`config.mk`:
```
export PLATFORM = sky130hd
export DESIGN_NAME = sobel_filter_stream
export DESIGN_NICKNAME = d
export VERILOG_FILES = /design/src/rtl/sobel_filter_stream.sv
export SDC_FILE = /design/constraint.sdc
export NUM_CORES = 1
export LEC_CHECK = 0
export ABC_AREA = 0
export BUFFER_PORTS_ARGS = -buffer_cell sky130_fd_sc_hd__buf_2
export CAP_MARGIN = 20
export CORE_UTILIZATION = 55
export CTS_CLUSTER_DIAMETER = 200
export DETAILED_ROUTE_END_ITERATION = 16
export GPL_TIMING_DRIVEN = 0
export PLACE_DENSITY = 0.73
export SYNTH_ARGS = -nofsm -noshare
export SYNTH_HDL_FRONTEND = slang
export SYNTH_SLANG_ARGS = --single-unit
```
`constraint.sdc`:
```
create_clock -name i_clk -period 9.4 [get_ports i_clk]
set_input_delay 1.88 -clock i_clk [delete_from_list [all_inputs] [get_ports i_clk]]
set_output_delay 1.88 -clock i_clk [all_outputs]
set_load 0.03 [all_outputs]
```
`src/rtl/sobel_filter_stream.sv`:
```
// Streaming 3x3 Sobel gradient filter: column window, gradients, magnitude.
// Optional SOBEL_THRESH_EN adds i_thresh and binarises the magnitude output.
module sobel_filter_stream #(
  parameter int DW    = 8,
  parameter int SHIFT = 0
) (
  input  logic          i_clk,
  input  logic          i_rst_n,
  input  logic [DW-1:0] i_pixel_1,
  input  logic [DW-1:0] i_pixel_2,
  input  logic [DW-1:0] i_pixel_3,
  input  logic          i_sol,
  input  logic          i_pixel_valid,
  output logic          o_pixel_ack,
  input  logic [1:0]    i_mode,
`ifdef SOBEL_THRESH_EN
  input  logic [DW-1:0] i_thresh,
`endif
  output logic          o_pixel_valid,
  input  logic          i_pixel_ack,
  output logic [DW-1:0] o_pixel
);

  localparam int W = DW + 3;

  localparam logic [1:0] M_GX  = 2'd0;
  localparam logic [1:0] M_GY  = 2'd1;
  localparam logic [1:0] M_SUM = 2'd2;
  localparam logic [1:0] M_CTR = 2'd3;

  typedef struct packed {
    logic [DW-1:0] r0;
    logic [DW-1:0] r1;
    logic [DW-1:0] r2;
  } col_t;

  function automatic logic [W-1:0] wsum(
    input logic [DW-1:0] a,
    input logic [DW-1:0] b,
    input logic [DW-1:0] c
  );
    return {3'b000, a} + {2'b00, b, 1'b0} + {3'b000, c};
  endfunction

  logic advance;
  logic accept;

  assign advance     = !o_pixel_valid || i_pixel_ack;
  assign o_pixel_ack = advance && i_rst_n;
  assign accept      = i_pixel_valid && o_pixel_ack;

  // stage 0: column window
  col_t          c0, c1, c2;
  logic [1:0]    wcnt;
  logic [1:0]    s0_mode;
  logic          s0_valid;
  logic [1:0]    wbase;
  logic [1:0]    wnext;
`ifdef SOBEL_THRESH_EN
  logic [DW-1:0] s0_thr;
`endif

  // i_sol restarts the count before this beat is counted
  always_comb begin
    wbase = i_sol ? 2'd0 : wcnt;
    wnext = (wbase == 2'd2) ? 2'd2 : wbase + 2'd1;
  end

  always_ff @(posedge i_clk or negedge i_rst_n) begin
    if (!i_rst_n) begin
      c0       <= '0;
      c1       <= '0;
      c2       <= '0;
      wcnt     <= 2'd0;
      s0_mode  <= 2'd0;
      s0_valid <= 1'b0;
`ifdef SOBEL_THRESH_EN
      s0_thr   <= '0;
`endif
    end else if (advance) begin
      s0_valid <= accept && (wbase == 2'd2);
      if (accept) begin
        c0      <= c1;
        c1      <= c2;
        c2      <= '{r0: i_pixel_1, r1: i_pixel_2, r2: i_pixel_3};
        wcnt    <= wnext;
        s0_mode <= i_mode;
`ifdef SOBEL_THRESH_EN
        s0_thr  <= i_thresh;
`endif
      end
    end
  end

  // stage 1: gradients
  logic signed [W-1:0] gx_d, gy_d;
  logic signed [W-1:0] s1_gx, s1_gy;
  logic [DW-1:0]       s1_ctr;
  logic [1:0]          s1_mode;
  logic                s1_valid;
`ifdef SOBEL_THRESH_EN
  logic [DW-1:0]       s1_thr;
`endif

  always_comb begin
    gx_d = wsum(c2.r0, c2.r1, c2.r2) - wsum(c0.r0, c0.r1, c0.r2);
    gy_d = wsum(c0.r2, c1.r2, c2.r2) - wsum(c0.r0, c1.r0, c2.r0);
  end

  always_ff @(posedge i_clk or negedge i_rst_n) begin
    if (!i_rst_n) begin
      s1_gx    <= '0;
      s1_gy    <= '0;
      s1_ctr   <= '0;
      s1_mode  <= 2'd0;
      s1_valid <= 1'b0;
`ifdef SOBEL_THRESH_EN
      s1_thr   <= '0;
`endif
    end else if (advance) begin
      s1_gx    <= gx_d;
      s1_gy    <= gy_d;
      s1_ctr   <= c1.r1;
      s1_mode  <= s0_mode;
      s1_valid <= s0_valid;
`ifdef SOBEL_THRESH_EN
      s1_thr   <= s0_thr;
`endif
    end
  end

  // stage 2: magnitude, scale, saturate
  logic [W-1:0]  ax, ay, mag, shf;
  logic [DW-1:0] sat, res;

  always_comb begin
    ax  = s1_gx[W-1] ? W'(-s1_gx) : W'(s1_gx);
    ay  = s1_gy[W-1] ? W'(-s1_gy) : W'(s1_gy);
    mag = '0;
    unique case (1'b1)
      (s1_mode == M_GX):  mag = ax;
      (s1_mode == M_GY):  mag = ay;
      (s1_mode == M_SUM): mag = ax + ay;
      default:            mag = '0;
    endcase
    shf = mag >> SHIFT;
    sat = (|shf[W-1:DW]) ? {DW{1'b1}} : shf[DW-1:0];
`ifdef SOBEL_THRESH_EN
    res = (sat >= s1_thr) ? {DW{1'b1}} : '0;
`else
    res = sat;
`endif
    if (s1_mode == M_CTR)
      res = s1_ctr;
  end

  always_ff @(posedge i_clk or negedge i_rst_n) begin
    if (!i_rst_n) begin
      o_pixel       <= '0;
      o_pixel_valid <= 1'b0;
    end else if (advance) begin
      o_pixel       <= res;
      o_pixel_valid <= s1_valid;
    end
  end

endmodule
```
* Yosys cells after proc, flatten, opt, wreduce, memory -nomap -nowiden
Index checks and enable logic that the tools add are counted.
** Cells by class
- Add/subtract/negate cells :: 14
- Equality and inequality tests :: 4
- Multiplexer cells :: 7
- Reductions and logical operators :: 8
** Operators with widths (count)
- $add A10 B8 Y11 :: 4
- $add A8 B9 Y10 :: 4
- $pmux W11 S3 :: 1
- $mux W11 :: 2
- $neg A11 Y11 :: 2
- $sub A11 B11 Y11 :: 2
- $mux W8 :: 2
- $add A11 B11 Y11 :: 1
- $eq A2 B2 Y1 const B :: 3
- $mux W2 :: 2
- $logic_and A1 B1 Y1 :: 3
- $reduce_or A3 Y1 :: 1
- $add A2 B1 Y2 const B :: 1
- $eq A2 B1 Y1 const B :: 1
- $logic_not A2 Y1 :: 1
- $reduce_and A2 Y1 :: 1
- $logic_not A1 Y1 :: 1
- $logic_or A1 B1 Y1 :: 1
** Storage, ports and cells
- Register bits after elaboration :: 119
- Bits of input ports :: 31
- Word-level logic and storage cells :: 52

* Longest topological paths before layout
- Depth after elaboration :: 7
- Mapped depth :: 14

* Worst setup path after synthesis
OpenSTA, ideal clock, no wires.
- Kind :: input -> output
- From :: input port i_pixel_ack
- To :: output port o_pixel_ack
- Arrival :: 2.523 ns
- Slack :: 4.997 ns
- Stages on the path :: 3
- Path buffers :: 1
- Cell sequence :: nand2b_1 > clkbuf_1 > and2_1
** Between the ends
- Longest elaborated chain between the ends :: 2
** Ends and longest elaborated chain
- start, declared :: line 20 : input logic i_pixel_ack,
- $logic_or A1 B1 Y1 :: line 48 : assign advance = !o_pixel_valid || i_pixel_ack;
- $logic_and A1 B1 Y1 :: line 49 : assign o_pixel_ack = advance && i_rst_n;
- end, declared :: line 14 : output logic o_pixel_ack,
No other way between the ends.

* Final worst setup path
Ends and elaborated chain as after synthesis.

==> results.yml <==
routing:
  viasPerCell: 5.713
  num_vias: 5524
  drt_iter0_markers: 230
  routed_wl_um: 17710
  ant_nets: 0
  dr.pass1.iters: 5
  drt-wirelength-per-cell_um: 18.32
  drc: 0
clocking:
  ctsResizeCount: 0
  clk_latency_ns: 0.42
  h-tree-depth: 4
  postCtsHoldBufs: 0
  cts_tree: "yes"
  clkTransAtPathRegs_ns: 0.05
  root_buffer: "clkbuf_16"
  numCtsBuffers: 17
  cts_setup_buffers: 0
  cts.sinks: 119
  cts_buffer_depth: 2
global_route:
  grt_pass1_wl_um: 28880
  grt_max_degree: 86
  track_usage_pct: 26.40
  overflow: 0
  grt_pass1_vias: 5664
  antenna_found_initial: 1
place:
  gp_congestion: 0.8914
  dp_hpwl_um: 13860
  portBuffers: 40
  placedCellCount: 935
yosys:
  synthSimpleGateAreaFrac_pct: 9.887
  synthTopCellsByCount: "dfrtp_1, mux2_2, inv_1, nand2_1, fa_1"
  synth.top_cell.area_share_pct: 37.71
  synth_flop_cell: "dfrtp_1"
  yosysWarnings: 0
  synth_top_family_by_area: "adder cells"
  synth_fa_ha_area_share_pct: 21.99
  synth-compound-area-share_pct: 12.15
  synthXorXnorAreaFrac_pct: 2.757
  syn_inst: 714
  ys_top_cells_by_area: "dfrtp_1, fa_1, mux2_2, ha_1, inv_1"
  post-synth-top-area-cell: "dfrtp_1"
  syn_area_mm2: 0.007896
  synthesis.nets: 846
  ys_seq_area_share_pct: 37.71
  synth_area_per_cell_um2: 11.06
  ys_types: 60
  synth.most_common_cell: "dfrtp_1"
  synth-edff-count: 0
  synth_mux_area_share_pct: 10.93
  async_reset_ff_share_pct: 100.0
  ys_ff_latch: 119
critical_path:
  r2r_start: "c0[2]$_DFFE_PN0P_"
  worstSetupStartpointType: "primary input"
  arrival_ns: 2.84
  endpoint_kind: "primary output"
  reg2reg_to: "s1_gx[9]$_DFFE_PN0N_"
  worst-setup-path-type: "primary input to primary output"
  required_ns: 7.52
  rrSetupSlack_ns: 5.56
  r2r_cells: 12
  crit_fanout: 10
sta:
  tns_ns: 0
  fin_worst_skew_ns: 0.01034
  relSlewSlack_pct: 43.80
  setup_viol: 0
  rsz0062_at_grt: "no"
  tightest_slew_ns: 0.8431
  fmaxAchievable_mhz: 212.0
  min_period_ns: 4.716
  finalHoldViolations: 0
  fin_crit_sh_pct: 50.17
  slew_viol_final: 0
run_status:
  status: "completed"
floorplanning:
  die_h_um: 121.8
  dieArea_mm2: 0.01484
  start_util_pct: 56.67
  io_pins: 41
  row_count: 43
  core-area_mm2: 0.01393
  fp.dieW_um: 121.8
cells_and_area:
  multi_input_area_mm2: 0.004558
  antennaDiodeCount: 0
  syn_to_final_growth_pct: 12.96
  nets: 906
  fill_cells: 1116
  final_cells: 967
  register_area_mm2: 0.002978
  final_util_pct: 64.01
  drive_gt1_share_pct: 20.84
min_path:
  min_from: "s1_ctr[2]$_DFFE_PN0N_"
  hold_end: "s1_ctr[2]$_DFFE_PN0N_"
  hold_depth: 2
  hold_class: "flop to flop"
job:
  cap_violations: 0
cells in the final DEF (no fill, tap or decap), types with 5 or more instances in the layout:
cell / netlist / routed
a211oi_1: 6 / 6
a21o_1: 7 / 7
a21oi_1: 21 / 21
a22oi_1: 5 / 5
buf_2: 0 / 39
clkbuf_1: 24 / 25
clkbuf_16: 0 / 17
dfrtp_1: 119 / 119
fa_1: 63 / 63
ha_1: 38 / 38
inv_1: 72 / 72
mux2_2: 74 / 74
nand2_1: 64 / 64
nand2b_1: 8 / 8
nand3_1: 8 / 8
nor2_1: 30 / 30
nor3_1: 9 / 9
nor3b_1: 5 / 5
o211ai_1: 5 / 5
o21a_1: 10 / 10
o21ai_0: 35 / 35
o31ai_1: 12 / 12
or2_2: 8 / 8
xnor2_1: 18 / 18
xor2_1: 5 / 5
area by class of cell:
type / instances / area share (%)
clock inverters: 13 / 1.361
repair buffers: 41 / 2.623
multi-input cells: 499 / 51.10
clock buffers: 19 / 4.966
plain buffers: 24 / 1.010
well taps: 180 / 2.525
inverters: 72 / 3.030
flip-flops and latches: 119 / 33.38
per-stage QoR:
step / hold slack, ns / setup WS, ns / area, µm²
5_1_grt: 0.4929 / 4.643 / 8920
2_1_floorplan: 0.4300 / 4.997 / 7896
6_report: 0.4672 / 4.684 / 8920
3_3_place_gp: 0.4439 / 3.081 / 8322
3_5_place_dp: 0.4565 / 4.675 / 8356
4_1_cts: 0.4708 / 4.677 / 8920
registers in the layout (all words and copies together) (netlist names):
signal and flops:
s1_valid 1, c0 24, o_pixel_valid 1, s1_ctr 8
o_pixel 8, s1_gy 11, s0_mode 2, s0_valid 1
c2 24, s1_gx 11, s1_mode 2, wcnt 2
c1 24
layer usage:
metal	GRT usage [%]	share of wire [%]	vias to the layer above
li1	-	-	2589
met1	34.22	44	2772
met2	42.76	49	133
met3	6.601	4.5	28
met4	9.877	2.5	2
met5	0	0.073	-
worst max-delay path: stages:
cell	delay, ns
buf_2	0.08
nand2b_1	0.09
clkbuf_1	0.37
and2_1	0.21
buf_2	0.20
how the worst max path moves through the flow:
stage	depth (start not counted)	startpoint	slack, ns	end
after floorplan	3	i_pixel_ack	5.00	o_pixel_ack
final	5	i_pixel_ack	4.68	o_pixel_ack
after global placement	3	i_rst_n	3.08	o_pixel_ack
after global routing	5	i_pixel_ack	4.64	o_pixel_ack
after CTS	5	i_pixel_ack	4.68	o_pixel_ack
after detailed placement	5	i_pixel_ack	4.68	o_pixel_ack
logic make-up (layout without fill, tap and decap cells):
kind of cell / count (synthesis) / in the layout
compound gates: 140 / 140
xor+xnor: 24 / 24
fa+ha+maj: 101 / 101
buf+inv: 96 / 169
flops: 119 / 119
mux: 77 / 77
simple gates: 157 / 157
Power is not shown: default switching activity piles up to over one toggle a cycle in this logic, so the estimate is an artifact.
